## src/rtl/uart_regs_pkg.sv

```systemverilog
// Register map, field positions and reset constants shared by the UART
// register file and its FIFOs.
package uart_regs_pkg;

    localparam logic [7:0] CTRL_OFF   = 8'h00;
    localparam logic [7:0] STAT_OFF   = 8'h04;
    localparam logic [7:0] TXDATA_OFF = 8'h08;
    localparam logic [7:0] RXDATA_OFF = 8'h0C;
    localparam logic [7:0] IRQEN_OFF  = 8'h10;

    localparam int CTRL_EN_BIT      = 0;
    localparam int CTRL_TXFLUSH_BIT = 1;
    localparam int CTRL_RXFLUSH_BIT = 2;
    localparam int CTRL_BR_LSB      = 4;
    localparam int CTRL_CLK_LSB     = 8;

    localparam int STAT_TXFULL_BIT  = 0;
    localparam int STAT_TXEMPTY_BIT = 1;
    localparam int STAT_RXNE_BIT    = 2;
    localparam int STAT_RXFULL_BIT  = 3;
    localparam int STAT_RXOVR_BIT   = 4;
    localparam int STAT_TXOVR_BIT   = 5;
    localparam int STAT_TXCNT_LSB   = 8;
    localparam int STAT_RXCNT_LSB   = 16;

    localparam int IRQ_TXEIE_BIT  = 0;
    localparam int IRQ_RXNEIE_BIT = 1;
    localparam int IRQ_OVRIE_BIT  = 2;

    localparam int RXDATA_VALID_BIT = 31;

    localparam logic       CTRL_EN_RST  = 1'b0;
    localparam logic [7:0] CTRL_CLK_RST = 8'h00;

    typedef enum logic [2:0] {
        REG_CTRL,
        REG_STAT,
        REG_TXDATA,
        REG_RXDATA,
        REG_IRQEN,
        REG_NONE
    } reg_sel_e;

endpackage

```

## src/rtl/uart_regs_fifo_sync_fifo.sv

```systemverilog
// Single-clock FIFO with occupancy count; flush beats push/pop, pop of an
// empty FIFO is ignored, push into a full FIFO only lands if a pop frees a slot.
module sync_fifo #(
    parameter int WIDTH = 8,
    parameter int DEPTH = 8
) (
    input  logic                     clk,
    input  logic                     rst,
    input  logic                     push,
    input  logic                     pop,
    input  logic                     flush,
    input  logic [WIDTH-1:0]         din,
    output logic [WIDTH-1:0]         dout,
    output logic [$clog2(DEPTH):0]   count,
    output logic                     full,
    output logic                     empty
);

    localparam int AW = $clog2(DEPTH);
    localparam int CW = AW + 1;

    logic [AW-1:0]    wr_ptr_q, wr_ptr_d;
    logic [AW-1:0]    rd_ptr_q, rd_ptr_d;
    logic [CW-1:0]    count_q, count_d;
    logic [WIDTH-1:0] mem_q [DEPTH];
    logic [WIDTH-1:0] mem_d [DEPTH];
    logic             do_push, do_pop;

    assign empty   = (count_q == '0);
    assign full    = (count_q == CW'(DEPTH));
    assign count   = count_q;
    assign do_pop  = pop && !empty;
    assign do_push = push && (!full || do_pop);
    assign dout    = empty ? '0 : mem_q[rd_ptr_q];

    // NOTE: every signal gets its default before any branch, so no path leaves one unassigned and no latch is inferred.
    always_comb begin
        wr_ptr_d = wr_ptr_q;
        rd_ptr_d = rd_ptr_q;
        count_d  = count_q;
        mem_d    = mem_q;
        if (flush) begin
            wr_ptr_d = '0;
            rd_ptr_d = '0;
            count_d  = '0;
        end else begin
            if (do_push) begin
                mem_d[wr_ptr_q] = din;
                wr_ptr_d        = wr_ptr_q + AW'(1);
            end
            if (do_pop) begin
                rd_ptr_d = rd_ptr_q + AW'(1);
            end
            case ({do_push, do_pop})
                2'b10:   count_d = count_q + CW'(1);
                2'b01:   count_d = count_q - CW'(1);
                default: count_d = count_q;
            endcase
        end
    end

    // NOTE: state registers use non-blocking assignments so every flop samples pre-edge values.
    always_ff @(posedge clk) begin
        if (rst) begin
            wr_ptr_q <= '0;
            rd_ptr_q <= '0;
            count_q  <= '0;
        end else begin
            wr_ptr_q <= wr_ptr_d;
            rd_ptr_q <= rd_ptr_d;
            count_q  <= count_d;
        end
    end

    // NOTE: storage is deliberately not reset; the pointers and count define validity, and dout is masked while empty.
    always_ff @(posedge clk) begin
        mem_q <= mem_d;
    end

endmodule

```

## src/rtl/uart_regs_fifo.sv

```systemverilog
// UART local-bus register file with TX/RX FIFOs, sticky overflow flags and a
// registered interrupt.
module uart_regs_fifo
    import uart_regs_pkg::*;
#(
    parameter int         ADDR_W   = 32,
    parameter int         DATA_W   = 32,
    parameter int         STRB_W   = DATA_W / 8,
    parameter int         TX_DEPTH = 8,
    parameter int         RX_DEPTH = 8,
    parameter logic [3:0] BR_RST   = 4'hf
) (
    input  logic              clk,
    input  logic              rst,
    output logic              ctrl_en_out,
    output logic [3:0]        ctrl_br_out,
    output logic [7:0]        ctrl_clk_out,
    output logic [7:0]        tx_data_out,
    output logic              tx_valid_out,
    input  logic              tx_ready_in,
    input  logic [7:0]        rx_data_in,
    input  logic              rx_valid_in,
    output logic              irq_out,
    input  logic [ADDR_W-1:0] waddr,
    input  logic [DATA_W-1:0] wdata,
    input  logic              wen,
    input  logic [STRB_W-1:0] wstrb,
    output logic              wready,
    input  logic [ADDR_W-1:0] raddr,
    input  logic              ren,
    output logic [DATA_W-1:0] rdata,
    output logic              rvalid
);

    function automatic reg_sel_e decode(input logic [ADDR_W-1:0] a);
        case (a)
            ADDR_W'(CTRL_OFF):   return REG_CTRL;
            ADDR_W'(STAT_OFF):   return REG_STAT;
            ADDR_W'(TXDATA_OFF): return REG_TXDATA;
            ADDR_W'(RXDATA_OFF): return REG_RXDATA;
            ADDR_W'(IRQEN_OFF):  return REG_IRQEN;
            default:             return REG_NONE;
        endcase
    endfunction

    logic              en_q, en_d;
    logic [3:0]        br_q, br_d;
    logic [7:0]        clk_div_q, clk_div_d;
    logic [2:0]        irq_en_q, irq_en_d;
    logic              rxovr_q, rxovr_d;
    logic              txovr_q, txovr_d;
    logic              irq_q, irq_d;
    logic [DATA_W-1:0] rdata_q, rdata_d;
    logic              rvalid_q, rvalid_d;

    reg_sel_e wsel, rsel;
    logic     wr_ctrl_lo, wr_ctrl_hi, wr_stat, wr_irqen;
    logic     tx_push, tx_pop, tx_flush, tx_full, tx_empty;
    logic     rx_push, rx_pop, rx_flush, rx_full, rx_empty;
    logic [7:0] rx_dout;
    logic [$clog2(TX_DEPTH):0] tx_count;
    logic [$clog2(RX_DEPTH):0] rx_count;

    assign wsel       = decode(waddr);
    assign rsel       = decode(raddr);
    assign wr_ctrl_lo = wen && (wsel == REG_CTRL) && wstrb[0];
    assign wr_ctrl_hi = wen && (wsel == REG_CTRL) && wstrb[1];
    assign wr_stat    = wen && (wsel == REG_STAT) && wstrb[0];
    assign wr_irqen   = wen && (wsel == REG_IRQEN) && wstrb[0];

    assign tx_push  = wen && (wsel == REG_TXDATA) && wstrb[0];
    assign tx_flush = wr_ctrl_lo && wdata[CTRL_TXFLUSH_BIT];
    assign tx_pop   = tx_valid_out && tx_ready_in;
    assign rx_push  = rx_valid_in && en_q;
    assign rx_flush = wr_ctrl_lo && wdata[CTRL_RXFLUSH_BIT];
    assign rx_pop   = ren && (rsel == REG_RXDATA) && !rx_empty;

    sync_fifo #(.WIDTH(8), .DEPTH(TX_DEPTH)) u_tx_fifo (
        .clk   (clk),
        .rst   (rst),
        .push  (tx_push),
        .pop   (tx_pop),
        .flush (tx_flush),
        .din   (wdata[7:0]),
        .dout  (tx_data_out),
        .count (tx_count),
        .full  (tx_full),
        .empty (tx_empty)
    );

    sync_fifo #(.WIDTH(8), .DEPTH(RX_DEPTH)) u_rx_fifo (
        .clk   (clk),
        .rst   (rst),
        .push  (rx_push),
        .pop   (rx_pop),
        .flush (rx_flush),
        .din   (rx_data_in),
        .dout  (rx_dout),
        .count (rx_count),
        .full  (rx_full),
        .empty (rx_empty)
    );

    always_comb begin
        en_d      = en_q;
        br_d      = br_q;
        clk_div_d = clk_div_q;
        irq_en_d  = irq_en_q;
        rxovr_d   = rxovr_q;
        txovr_d   = txovr_q;
        rdata_d   = '0;
        rvalid_d  = ren;

        if (wr_ctrl_lo) begin
            en_d = wdata[CTRL_EN_BIT];
            br_d = wdata[CTRL_BR_LSB +: 4];
        end
        if (wr_ctrl_hi) clk_div_d = wdata[CTRL_CLK_LSB +: 8];
        if (wr_irqen)   irq_en_d  = wdata[2:0];

        // Clear first so a same-cycle overflow set takes priority.
        if (wr_stat && wdata[STAT_RXOVR_BIT]) rxovr_d = 1'b0;
        if (wr_stat && wdata[STAT_TXOVR_BIT]) txovr_d = 1'b0;
        if (rx_push && rx_full && !rx_pop && !rx_flush) rxovr_d = 1'b1;
        if (tx_push && tx_full && !tx_pop && !tx_flush) txovr_d = 1'b1;

        if (ren) begin
            case (rsel)
                REG_CTRL: begin
                    rdata_d[CTRL_EN_BIT]         = en_q;
                    rdata_d[CTRL_BR_LSB +: 4]    = br_q;
                    rdata_d[CTRL_CLK_LSB +: 8]   = clk_div_q;
                end
                REG_STAT: begin
                    rdata_d[STAT_TXFULL_BIT]     = tx_full;
                    rdata_d[STAT_TXEMPTY_BIT]    = tx_empty;
                    rdata_d[STAT_RXNE_BIT]       = !rx_empty;
                    rdata_d[STAT_RXFULL_BIT]     = rx_full;
                    rdata_d[STAT_RXOVR_BIT]      = rxovr_q;
                    rdata_d[STAT_TXOVR_BIT]      = txovr_q;
                    rdata_d[STAT_TXCNT_LSB +: 8] = 8'(tx_count);
                    rdata_d[STAT_RXCNT_LSB +: 8] = 8'(rx_count);
                end
                REG_RXDATA: begin
                    if (!rx_empty) begin
                        rdata_d[7:0]             = rx_dout;
                        rdata_d[RXDATA_VALID_BIT] = 1'b1;
                    end
                end
                REG_IRQEN: rdata_d[2:0] = irq_en_q;
                default:   rdata_d = '0;
            endcase
        end

        irq_d = (irq_en_q[IRQ_TXEIE_BIT]  && tx_empty)
              | (irq_en_q[IRQ_RXNEIE_BIT] && !rx_empty)
              | (irq_en_q[IRQ_OVRIE_BIT]  && (rxovr_q || txovr_q));
    end

    always_ff @(posedge clk) begin
        if (rst) begin
            en_q      <= CTRL_EN_RST;
            br_q      <= BR_RST;
            clk_div_q <= CTRL_CLK_RST;
            irq_en_q  <= '0;
            rxovr_q   <= 1'b0;
            txovr_q   <= 1'b0;
            irq_q     <= 1'b0;
            rdata_q   <= '0;
            rvalid_q  <= 1'b0;
        end else begin
            en_q      <= en_d;
            br_q      <= br_d;
            clk_div_q <= clk_div_d;
            irq_en_q  <= irq_en_d;
            rxovr_q   <= rxovr_d;
            txovr_q   <= txovr_d;
            irq_q     <= irq_d;
            rdata_q   <= rdata_d;
            rvalid_q  <= rvalid_d;
        end
    end

    assign ctrl_en_out  = en_q;
    assign ctrl_br_out  = br_q;
    assign ctrl_clk_out = clk_div_q;
    assign tx_valid_out = !tx_empty && en_q;
    assign irq_out      = irq_q;
    assign wready       = 1'b1;
    assign rdata        = rdata_q;
    assign rvalid       = rvalid_q;

endmodule

```

## config.mk

```make
export PLATFORM = sky130hd
export DESIGN_NAME = uart_regs_fifo
export DESIGN_NICKNAME = d
export VERILOG_FILES = /design/src/rtl/uart_regs_pkg.sv /design/src/rtl/uart_regs_fifo_sync_fifo.sv /design/src/rtl/uart_regs_fifo.sv
export SDC_FILE = /design/constraint.sdc
export NUM_CORES = 1
export LEC_CHECK = 0
export BUFFER_PORTS_ARGS = -buffer_cell sky130_fd_sc_hd__buf_2
export CORE_ASPECT_RATIO = 1.1
export CORE_UTILIZATION = 54
export CTS_CLUSTER_DIAMETER = 40
export DETAILED_ROUTE_END_ITERATION = 7
export PLACE_DENSITY = 0.86
export SLEW_MARGIN = 15
export SYNTH_ARGS = -nofsm -noshare
export SYNTH_HDL_FRONTEND = slang
export SYNTH_SLANG_ARGS = --single-unit
```

## constraint.sdc

```tcl
create_clock -name clk -period 4.08 [get_ports clk]
set_clock_uncertainty 0.15 [all_clocks]
set_input_delay 0.204 -clock clk [delete_from_list [all_inputs] [get_ports clk]]
set_output_delay 0.204 -clock clk [all_outputs]
set_load 0.05 [all_outputs]
```

==> Word-level counts from Yosys, hierarchy flattened <==
Cells that the tools add are included.
Widths: inputs -> output; s select.
{ "word_totals": {"register_bits": 200, "output_inout_bits": 57} }
{ "classes": {"n_addsub": 8, "magnitude_cmp": 6, "n_eq_ne": 20, "mux": 29, "bitwise_logic": 11, "n_reduce_logical": 61} }
{ "op_table": {"columns": ["cell", "n"], "rows": [
  ["$bwmux 64", 2],
  ["$eq 32x4->1 const B", 4],
  ["$eq 32x3->1 const B", 2],
  ["$eq 32x5->1 const B", 2],
  ["$logic_not 32->1", 2],
  ["$mux 8", 8],
  ["$bmux 8 s3", 2],
  ["$demux 8 s3", 2],
  ["$logic_and 1x1->1", 33],
  ["$pmux 3 s5", 2],
  ["$ge 4x4->1 const B", 4],
  ["$not 3->4", 4],
  ["$pmux 4 s2", 2],
  ["$pmux 8 s2", 1],
  ["$add 3x1->3 const B", 4],
  ["$pmux 2 s3", 2],
  ["$add 4x1->4 const B", 2],
  ["$eq 4x4->1 const B", 2],
  ["$logic_not 1->1", 8],
  ["$logic_not 4->1", 2],
  ["$lt 4x1->1 const B", 2],
  ["$reduce_bool 2->1", 4],
  ["$sub 4x1->4 const B", 2],
  ["$eq 3x1->1 const B", 2],
  ["15 further kinds", 35]
]} }

==> Longest topological paths before layout <==
Gate-level depths: netlist of run 1.
{ "logic_depth": {"ltp_word": 10, "depth_mapped": 12} }

==> Modules after synthesis <==
Synthesis of run 1 repeated with hierarchy kept, for this count alone.
{ "unflattened": {"cells_unflattened": 598, "hier_area_um2": 8286.7} }
{ "modules_own_cells": {"columns": ["module", "n_inst", "cells_per_inst", "area_each_um2"], "rows": [
  ["sync_fifo at u_tx_fifo", 1, 184, 3153.0],
  ["sync_fifo at u_rx_fifo", 1, 177, 3041.7],
  ["uart_regs_fifo", 1, 237, 2092.0]
]} }

==> Worst setup path after synthesis of run 1 <==
No wires, ideal clock.
{ "synth_timing": {"kind": "input to register", "start": "input port waddr[21]", "end": "register u_tx_fifo.count_q[3] (netlist: u_tx_fifo.count[3])", "t_arrival_ns": 2.753, "path_slack_ns": 1.107, "stages": 11, "cell_sequence": "nor4_1 nand4_2 nor4_4 inv_1 ha_1 ha_1 a21o_1 a21oi_1 xnor2_1 or3_1 a21oi_1"} }
{ "synth_via": {"elab_chain_len": 8, "word_cells_on_any_way": 19, "classes_between": "eq/ne: 7; mux: 2; reduce/logical: 10"} }
{ "synth_lines": {"columns": ["item", "line", "text"], "rows": [
  ["start, declared", "uart_regs_fifo.sv:24", "input logic [ADDR_W-1:0] waddr,"],
  ["$eq 32x5->1, or another cell as far along", "uart_regs_fifo.sv:36", "case (a)"],
  ["$pmux 3 s5 (*)", "uart_regs_fifo.sv:36", null],
  ["$eq 3x2->1", "uart_regs_fifo.sv:71", "assign tx_push = wen && (wsel == REG_TXDATA) && wstrb[0];"],
  ["$logic_and 1x1->1 (2 in series)", "uart_regs_fifo.sv:71", null],
  ["$logic_and 1x1->1", "uart_regs_fifo_sync_fifo.sv:33", "assign do_push = push && (!full || do_pop);"],
  ["$eq 2x1->1 or $eq 2x2->1 (tied branches)", "uart_regs_fifo_sync_fifo.sv:54", "case ({do_push, do_pop})"],
  ["$pmux 4 s2 or $reduce_bool 2->1 (tied branches)", null, null],
  ["end signal, assigned", "uart_regs_fifo_sync_fifo.sv:71", "count_q <= count_d;"],
  ["end, declared", "uart_regs_fifo_sync_fifo.sv:24", "logic [CW-1:0] count_q, count_d;"]
]} }
Every way passes the cells marked *; elsewhere a longest branch is shown, timed or not.
A chain may end at the register's enable or synchronous reset.

==> Worst setup path in the final report of run 1 <==
{ "layout_timing": {"start": "input port raddr[2]", "end": "register u_rx_fifo.count_q[3] (netlist: u_rx_fifo.count[3])"} }
{ "layout_via": {"elab_chain_len": 10, "word_cells_on_any_way": 16, "classes_between": "eq/ne: 7; mux: 2; reduce/logical: 7"} }
{ "layout_lines": {"columns": ["item", "line", "text"], "rows": [
  ["start, declared", "uart_regs_fifo.sv:29", "input logic [ADDR_W-1:0] raddr,"],
  ["$eq 32x5->1, or another cell as far along", "uart_regs_fifo.sv:36", null],
  ["$pmux 3 s5 (*)", "uart_regs_fifo.sv:36", null],
  ["$eq 3x2->1 (*)", "uart_regs_fifo.sv:76", "assign rx_pop = ren && (rsel == REG_RXDATA) && !rx_empty;"],
  ["$logic_and 1x1->1 (*) (2 in series)", "uart_regs_fifo.sv:76", null],
  ["$logic_and 1x1->1 (*)", "uart_regs_fifo_sync_fifo.sv:32", "assign do_pop = pop && !empty;"],
  ["$logic_or 1x1->1", "uart_regs_fifo_sync_fifo.sv:33", null],
  ["$logic_and 1x1->1", "uart_regs_fifo_sync_fifo.sv:33", null],
  ["$eq 2x1->1 or $eq 2x2->1 (tied branches)", "uart_regs_fifo_sync_fifo.sv:54", null],
  ["$pmux 4 s2 or $reduce_bool 2->1 (tied branches)", null, null],
  ["end signal, assigned", "uart_regs_fifo_sync_fifo.sv:71", null],
  ["end, declared", "uart_regs_fifo_sync_fifo.sv:24", null]
]} }
Marks and branches as above.

==> summary.md, run 1 <==
| Metric | Value |
|---|---|
| Status | `finished clean` |
| Synth Area in Adders | `2.07%` |
| Slowest cell on the critical path | `dlygate4sd3_1` |
| Post-route minimum period | `3420 ps` |
| First-pass GRT wire length | `28800 µm` |
| Layout cells sized above 1 | `32.3%` |
| N_diodes | `0` |
| Synth area leaders | `edfxtp_1 48%, dfxtp_1 15%, mux4_2 9.0%` |
| CTS root buf | `clkbuf_16` |
| Top-area cell type share of the netlist area | `48.1%` |
| Nets | `874` |
| Num ports | `171` |
| Commonest cells in the netlist | `128 x edfxtp_1, 61 x dfxtp_1, 56 x nor2_1` |
| Pwr dens | `384 mW/mm²` |
| Initial Utilization | `55.3%` |
| Most numerous cell in the Yosys netlist | `edfxtp_1` |
| Chip width | `118 µm` |
| H-tree depth | `4` |
| DP Cell Count | `892` |
| Drt via density | `5.75` |
| Sequential fraction of the synthesis area | `63.4%` |
| Initial antenna violation count | `0` |
| Clock-pin slew on the worst setup and hold paths | `80 ps` |
| Largest family of logic cells by synthesized area | `simple AND/OR/NAND/NOR gates` |
| Clock buffer depth | `2` |
| Area Overhead vs Synth | `22.6%` |
| Worst slew pin tran | `988 ps` |
| Violation count after the first detailed-routing iteration | `561` |
| Max-slew violation count | `0` |
| Clock latency on the worst-skew pair | `440 ps` |
| Post-Syn Instances | `565` |
| Multiplexer share of the synthesized area | `12.3%` |
| Standard-cell row count | `46` |
| Xor/xnor cell area share of the yosys netlist | `1.10%` |
| Crit path launch type | `primary input` |
| Most used DFF post-synth | `edfxtp_1` |
| Fmax | `292 MHz` |
| Routed len/inst | `20.0 µm` |
| Flops & latches, synth | `189` |
| Leak | `3.55 nW` |
| Final setup TNS | `0 ps` |
| CP Capture Type | `flip-flop` |
| Syn avg cell area | `14.1 µm²` |
| Final hold vios | `0` |
| TritonRoute pass-1 iters | `5` |
| Vias in the first global route | `5481` |
| DP HPWL | `13100 µm` |
| Area leader, netlist | `edfxtp_1` |
| Worst rel slew slack | `33.6%` |
| EDFF count, synth | `128` |
| Largest net degree at the start of global routing | `24` |
| TritonCTS clock tree | `done` |
| Synth cell types | `62` |
| Setup bufs post-CTS | `0` |
| Async SR Flop Fraction | `0%` |
| Worst endpoint data arrival time | `3630 ps` |
| CP cell instances | `dlygate4sd3_1, buf_2, nor2b_1, nand3_1, nor3_1, o21ai_2, ha_1, ha_1, a21o_1, a21oi_1, xnor2_1, or3_1, a21oi_1` |
| Final worst-path cycle share | `83.9%` |
| Fin cells | `953` |
| GPL Wtd Cong | `0.843` |
| Chip height | `130 µm` |
| Max-cap viol count | `0` |
| Max IR drop VDD | `0.000315 V` |
| Ys Warns | `0` |
| Core box area | `0.0144 mm²` |
| Detail Route Antenna Nets | `0` |
| Synth Area in Compound Gates | `4.82%` |
| Clock net sink count | `189` |
| Setup Viol. Count Final | `0` |
| IO buf count | `140` |
| Global route overflow | `0` |
| Total power draw | `0.00376 W` |
| FILL cells | `993` |
| CP Class | `primary input to flip-flop` |
| Die area | `0.0153 mm²` |
| TritonCTS Buffers | `17` |
| RSZ-0062 raised after global routing | `no` |
| Worst-path maximum fanout | `9` |
| Via count | `5481` |
| Cell area after synthesis | `0.00799 mm²` |
| DRC violation count after routing | `0` |
| Total Routing Usage GR | `25.5%` |
| Simple-gate share of the synthesized area | `13.3%` |
| CP Data Required Time | `4290 ps` |
| Final WL | `19000 µm` |
| HP Class | `primary input to flip-flop` |
| Max stage delay on crit path | `550 ps` |
-- critical path, delay by kind of cell --
| family | cells | cell delay [ps] |
|---|---|---|
| buf+inv | 2 | 780 |
| simple gates | 4 | 1300 |
| xor+xnor | 1 | 100 |
| fa+ha+maj | 2 | 550 |
| compound gates | 4 | 690 |
-- cells in the final DEF, fill, tap and decap left out, drive strengths merged, types with 6 or more instances in the layout --
cell / synthesis / final
buf: 21 / 158
edfxtp: 128 / 128
dfxtp: 61 / 61
nor2: 56 / 56
nand2: 41 / 41
mux4: 32 / 32
dlygate4sd3: 0 / 29
mux2i: 26 / 26
nor4: 25 / 25
inv: 13 / 21
a21oi: 18 / 18
clkbuf: 12 / 17
nor3: 13 / 13
conb: 2 / 12
ha: 10 / 10
nand3: 9 / 9
and3: 8 / 8
a22oi: 8 / 8
or3: 7 / 7
clkinv: 1 / 7
nor2b: 6 / 6
a211o: 6 / 6
-- final timing paths --
kind	depth (start not counted)	from	slack [ps]	to
worst min-delay path	3	raddr[1]	50	rdata[2]$_SDFF_PP0_
worst min register to register	2	rxovr_q$_SDFFE_PP0P_	370	rxovr_q$_SDFFE_PP0P_
worst max register to register	11	u_tx_fifo.count[0]$_SDFFE_PP0P_	840	u_tx_fifo.count[3]$_SDFFE_PP0P_
worst max-delay path	13	raddr[2]	660	u_rx_fifo.count[3]$_SDFFE_PP0P_
-- metal layers --
metal  wire length [µm]  track usage (%)  up-vias
met4                585             12.0        0
met3               1120             6.29       54
met5                  0                0        -
met1               6940             27.7     2700
li1                   -                -     2500
met2              10400             47.2      227
-- final cells by class --
class,instances,area [µm²],share of cell area (%)
tap,192,240,2.45
timing repair buffer,187,1130,11.5
clock buffer,17,425,4.34
sequential,189,5070,51.7
inverter,14,52.6,0.537
multi-input combinational,339,2730,27.9
clock inverter,15,149,1.52
-- where the power goes --
group	switching, W	internal [W]
combinational	0.0000875	0.0000583
sequential	0.000000135	0.00204
clock	0.000766	0.000813
total	0.000853	0.00291
-- logic make-up (layout without fill, tap and decap cells) --
family                     Yosys count  after routing
adders and majority gates           12             12
AOI/OAI and AO/OA                   55             55
DFF                                189            189
muxes                               58             58
other                                2             12
buffers and inverters               47            233
and+or+nand+nor                    192            192
xor gates and xnor gates            10             10
-- flip-flops by register name (all words and copies together), names as in the netlist, 4 cells and up --
signal           count
ctrl_clk_out         8
u_rx_fifo.mem_q     64
u_tx_fifo.mem_q     64
ctrl_br_out          4
rdata               21
u_tx_fifo.count      4
u_rx_fifo.count      4
-- stage by stage --
| stage | util, % | area (µm²) | hold slack, ps | worst slack, ps |
|---|---|---|---|---|
| after CTS | 67.8 | 9790 | 20.2 | 723 |
| after detailed placement | 61.8 | 8930 | 304 | 668 |
| after global placement | 61.8 | 8930 | 289 | 762 |
| final | 67.8 | 9790 | 47.6 | 656 |
| after floorplan | - | 8030 | 153 | 1110 |
| after global routing | 67.8 | 9790 | 62.7 | 415 |
-- repair_timing --
| action | 4_1_cts | 5_1_grt |
|---|---|---|
| hold buffers | 29 | 0 |
| endpoints found under the hold margin | 146 | 0 |
| resized for setup | 0 | 0 |
No activity file was read; power rests on OpenSTA's default activity.
==> run 2, diff against run 1 <==
--- a/config.mk
+++ b/config.mk
@@ -7,10 +7,10 @@
 export LEC_CHECK = 0
 export BUFFER_PORTS_ARGS = -buffer_cell sky130_fd_sc_hd__buf_2
 export CORE_ASPECT_RATIO = 1.1
-export CORE_UTILIZATION = 54
+export CORE_UTILIZATION = 49
 export CTS_CLUSTER_DIAMETER = 40
 export DETAILED_ROUTE_END_ITERATION = 7
-export PLACE_DENSITY = 0.86
+export PLACE_DENSITY = 0.83
 export SLEW_MARGIN = 15
 export SYNTH_ARGS = -nofsm -noshare
 export SYNTH_HDL_FRONTEND = slang
==> constraint.sdc (replaced) <==
create_clock -name clk -period 3.05 [get_ports clk]
set_clock_uncertainty 0.15 [all_clocks]
set_input_delay 0.1525 -clock clk [delete_from_list [all_inputs] [get_ports clk]]
set_output_delay 0.1525 -clock clk [all_outputs]
set_load 0.05 [all_outputs]
==> run 2 against run 1 <==
  * Die area increased by 10%
  * Hold slack worse by 14 ps
  * Cell area up 3.0%
  * Sequential power up 34%
  * Via count up 1.9%
  * Cell count up 3.9%
  * Utilization shrank 4.0 points
  * First-iteration DRC count is 23% lower
  * Sequential share of layout area shrank 1.5 points
  * Critical path depth shrank 3
  * Largest cell class unchanged
==> summary.md, run 2 (synthesis gave the netlist of run 1 again) <==
| Metric | Value |
|---|---|
| HP Class | `primary input to flip-flop` |
| Worst-path maximum fanout | `6` |
| Total Routing Usage GR | `24.1%` |
| Fin cells | `990` |
| FILL cells | `1142` |
| CTS root buf | `clkbuf_16` |
| Layout cells sized above 1 | `33.8%` |
| H-tree depth | `4` |
| Max IR drop VDD | `0.000630 V` |
| Initial antenna violation count | `0` |
| Num ports | `171` |
| Status | `finished clean` |
| Detail Route Antenna Nets | `0` |
| Crit path launch type | `flip-flop` |
| IO buf count | `140` |
| Routed len/inst | `19.7 µm` |
| Area Overhead vs Synth | `26.2%` |
| Leak | `3.71 nW` |
| Clock latency on the worst-skew pair | `430 ps` |
| TritonCTS clock tree | `done` |
| Clock-pin slew on the worst setup and hold paths | `70 ps` |
| CP Data Required Time | `3240 ps` |
| Total power draw | `0.00506 W` |
| DP Cell Count | `921` |
| N_diodes | `0` |
| Max-slew violation count | `0` |
| Vias in the first global route | `5737` |
| CP top delay family | `simple AND/OR/NAND/NOR gates` |
| Reg area | `0.00506 mm²` |
| Setup Viol. Count Final | `0` |
| Max stage delay on crit path | `620 ps` |
| Worst slack, placed | `-16.0 ps` |
| Pwr dens | `502 mW/mm²` |
| Slowest cell on the critical path | `or4_1` |
| Final hold vios | `0` |
| Final WL | `19500 µm` |
| Global route overflow | `0` |
| TritonCTS Buffers | `17` |
| Core box area | `0.0158 mm²` |
| Worst rel slew slack | `42.3%` |
| Largest net degree at the start of global routing | `24` |
| DP HPWL | `13500 µm` |
| CP cell instances | `or4_1, nand3_2, nor4_4, ha_1, ha_1, a21o_1, a21oi_1, xnor2_1, or3_1, a21oi_1` |
| DRC violation count after routing | `0` |
| Worst slew pin tran | `864 ps` |
| Most frequent cells in the layout | `140 x buf_2, 128 x edfxtp_1, 61 x dfxtp_1, 56 x nor2_1, 40 x nand2_1` |
| Final setup TNS | `0 ps` |
| Max-cap viol count | `0` |
| Post-route setup slack | `108 ps` |
| Final worst-path cycle share | `96.5%` |
| Commonest non-fill, non-tap cell in the layout | `buf_2` |
| CP Capture Type | `flip-flop` |
| Worst endpoint data arrival time | `3140 ps` |
| First-pass GRT wire length | `29500 µm` |
| TritonRoute pass-1 iters | `5` |
| Multi-input gate area | `0.00277 mm²` |
| Initial Utilization | `50.6%` |
| Clock net sink count | `189` |
| Nets | `904` |
| Standard-cell row count | `48` |
| CP Class | `flip-flop to flip-flop` |
| Via count | `5586` |
| Clock buffer depth | `2` |
| Die area | `0.0168 mm²` |
| Fmax | `340 MHz` |
| Critical path buffers and inverters | `0` |
| Post-route minimum period | `2940 ps` |
| Chip height | `136 µm` |
| RSZ-0062 raised after global routing | `no` |
| GPL Wtd Cong | `0.865` |
| Drt via density | `5.64` |
| Chip width | `124 µm` |
| Violation count after the first detailed-routing iteration | `432` |
run 2: layer usage:
| layer | routed length (µm) | up-vias | track usage, % |
|---|---|---|---|
| met5 | 0 | - | 0 |
| met4 | 730 | 0 | 11.3 |
| met3 | 1260 | 62 | 6.25 |
| met2 | 10500 | 240 | 43.0 |
| met1 | 7050 | 2726 | 26.5 |
| li1 | - | 2558 | - |
run 2: per-stage QoR:
| stage | hold slack, ps | util (%) | area, µm² |
|---|---|---|---|
| after floorplan | 101 | - | 8030 |
| after global placement | 240 | 57.6 | 9090 |
| after detailed placement | 250 | 57.6 | 9090 |
| after CTS | 8.57 | 63.6 | 10000 |
| after global routing | 35.5 | 63.8 | 10100 |
| final | 33.3 | 63.8 | 10100 |
run 2: tightest hold or removal path, stage by stage:
cell	delay, ps
buf_2	90
nand2b_1	170
a2111oi_0	130
run 2: timing repair:
| item | in CTS | in global routing |
|---|---|---|
| setup endpoints to repair | 1 | 2 |
| setup buffers | 0 | 0 |
| endpoints found under the hold margin | 152 | 0 |
| hold buffers | 38 | 0 |
| gates resized for setup | 1 | 6 |
run 2: path summary, 6_finish.rpt:
| path | slack, ps | from | end | depth (start not counted) |
|---|---|---|---|---|
| max | 110 | u_rx_fifo.count[0]$_SDFFE_PP0P_ | u_rx_fifo.count[3]$_SDFFE_PP0P_ | 10 |
| min | 30 | raddr[1] | rdata[2]$_SDFF_PP0_ | 3 |
| max reg2reg | 110 | u_rx_fifo.count[0]$_SDFFE_PP0P_ | u_rx_fifo.count[3]$_SDFFE_PP0P_ | 10 |
| min reg2reg | 370 | ctrl_clk_out[7]$_SDFFE_PP0P_ | rdata[15]$_SDFF_PP0_ | 1 |
run 2: cell type report:
type | instances | area share [%]
well taps | 200 | 2.48
clock buffers | 19 | 4.29
repair buffers | 217 | 13.6
clock inverters | 12 | 1.37
inverters | 14 | 0.521
multi-input cells | 339 | 27.5
flip-flops and latches | 189 | 50.2
run 2: power by group:
group          internal [W]  leakage, nW  switching (W)
sequential          0.00273         1.64    0.000000104
clock               0.00115        0.268       0.000987
combinational     0.0000809         1.80       0.000119
total               0.00396         3.71        0.00111
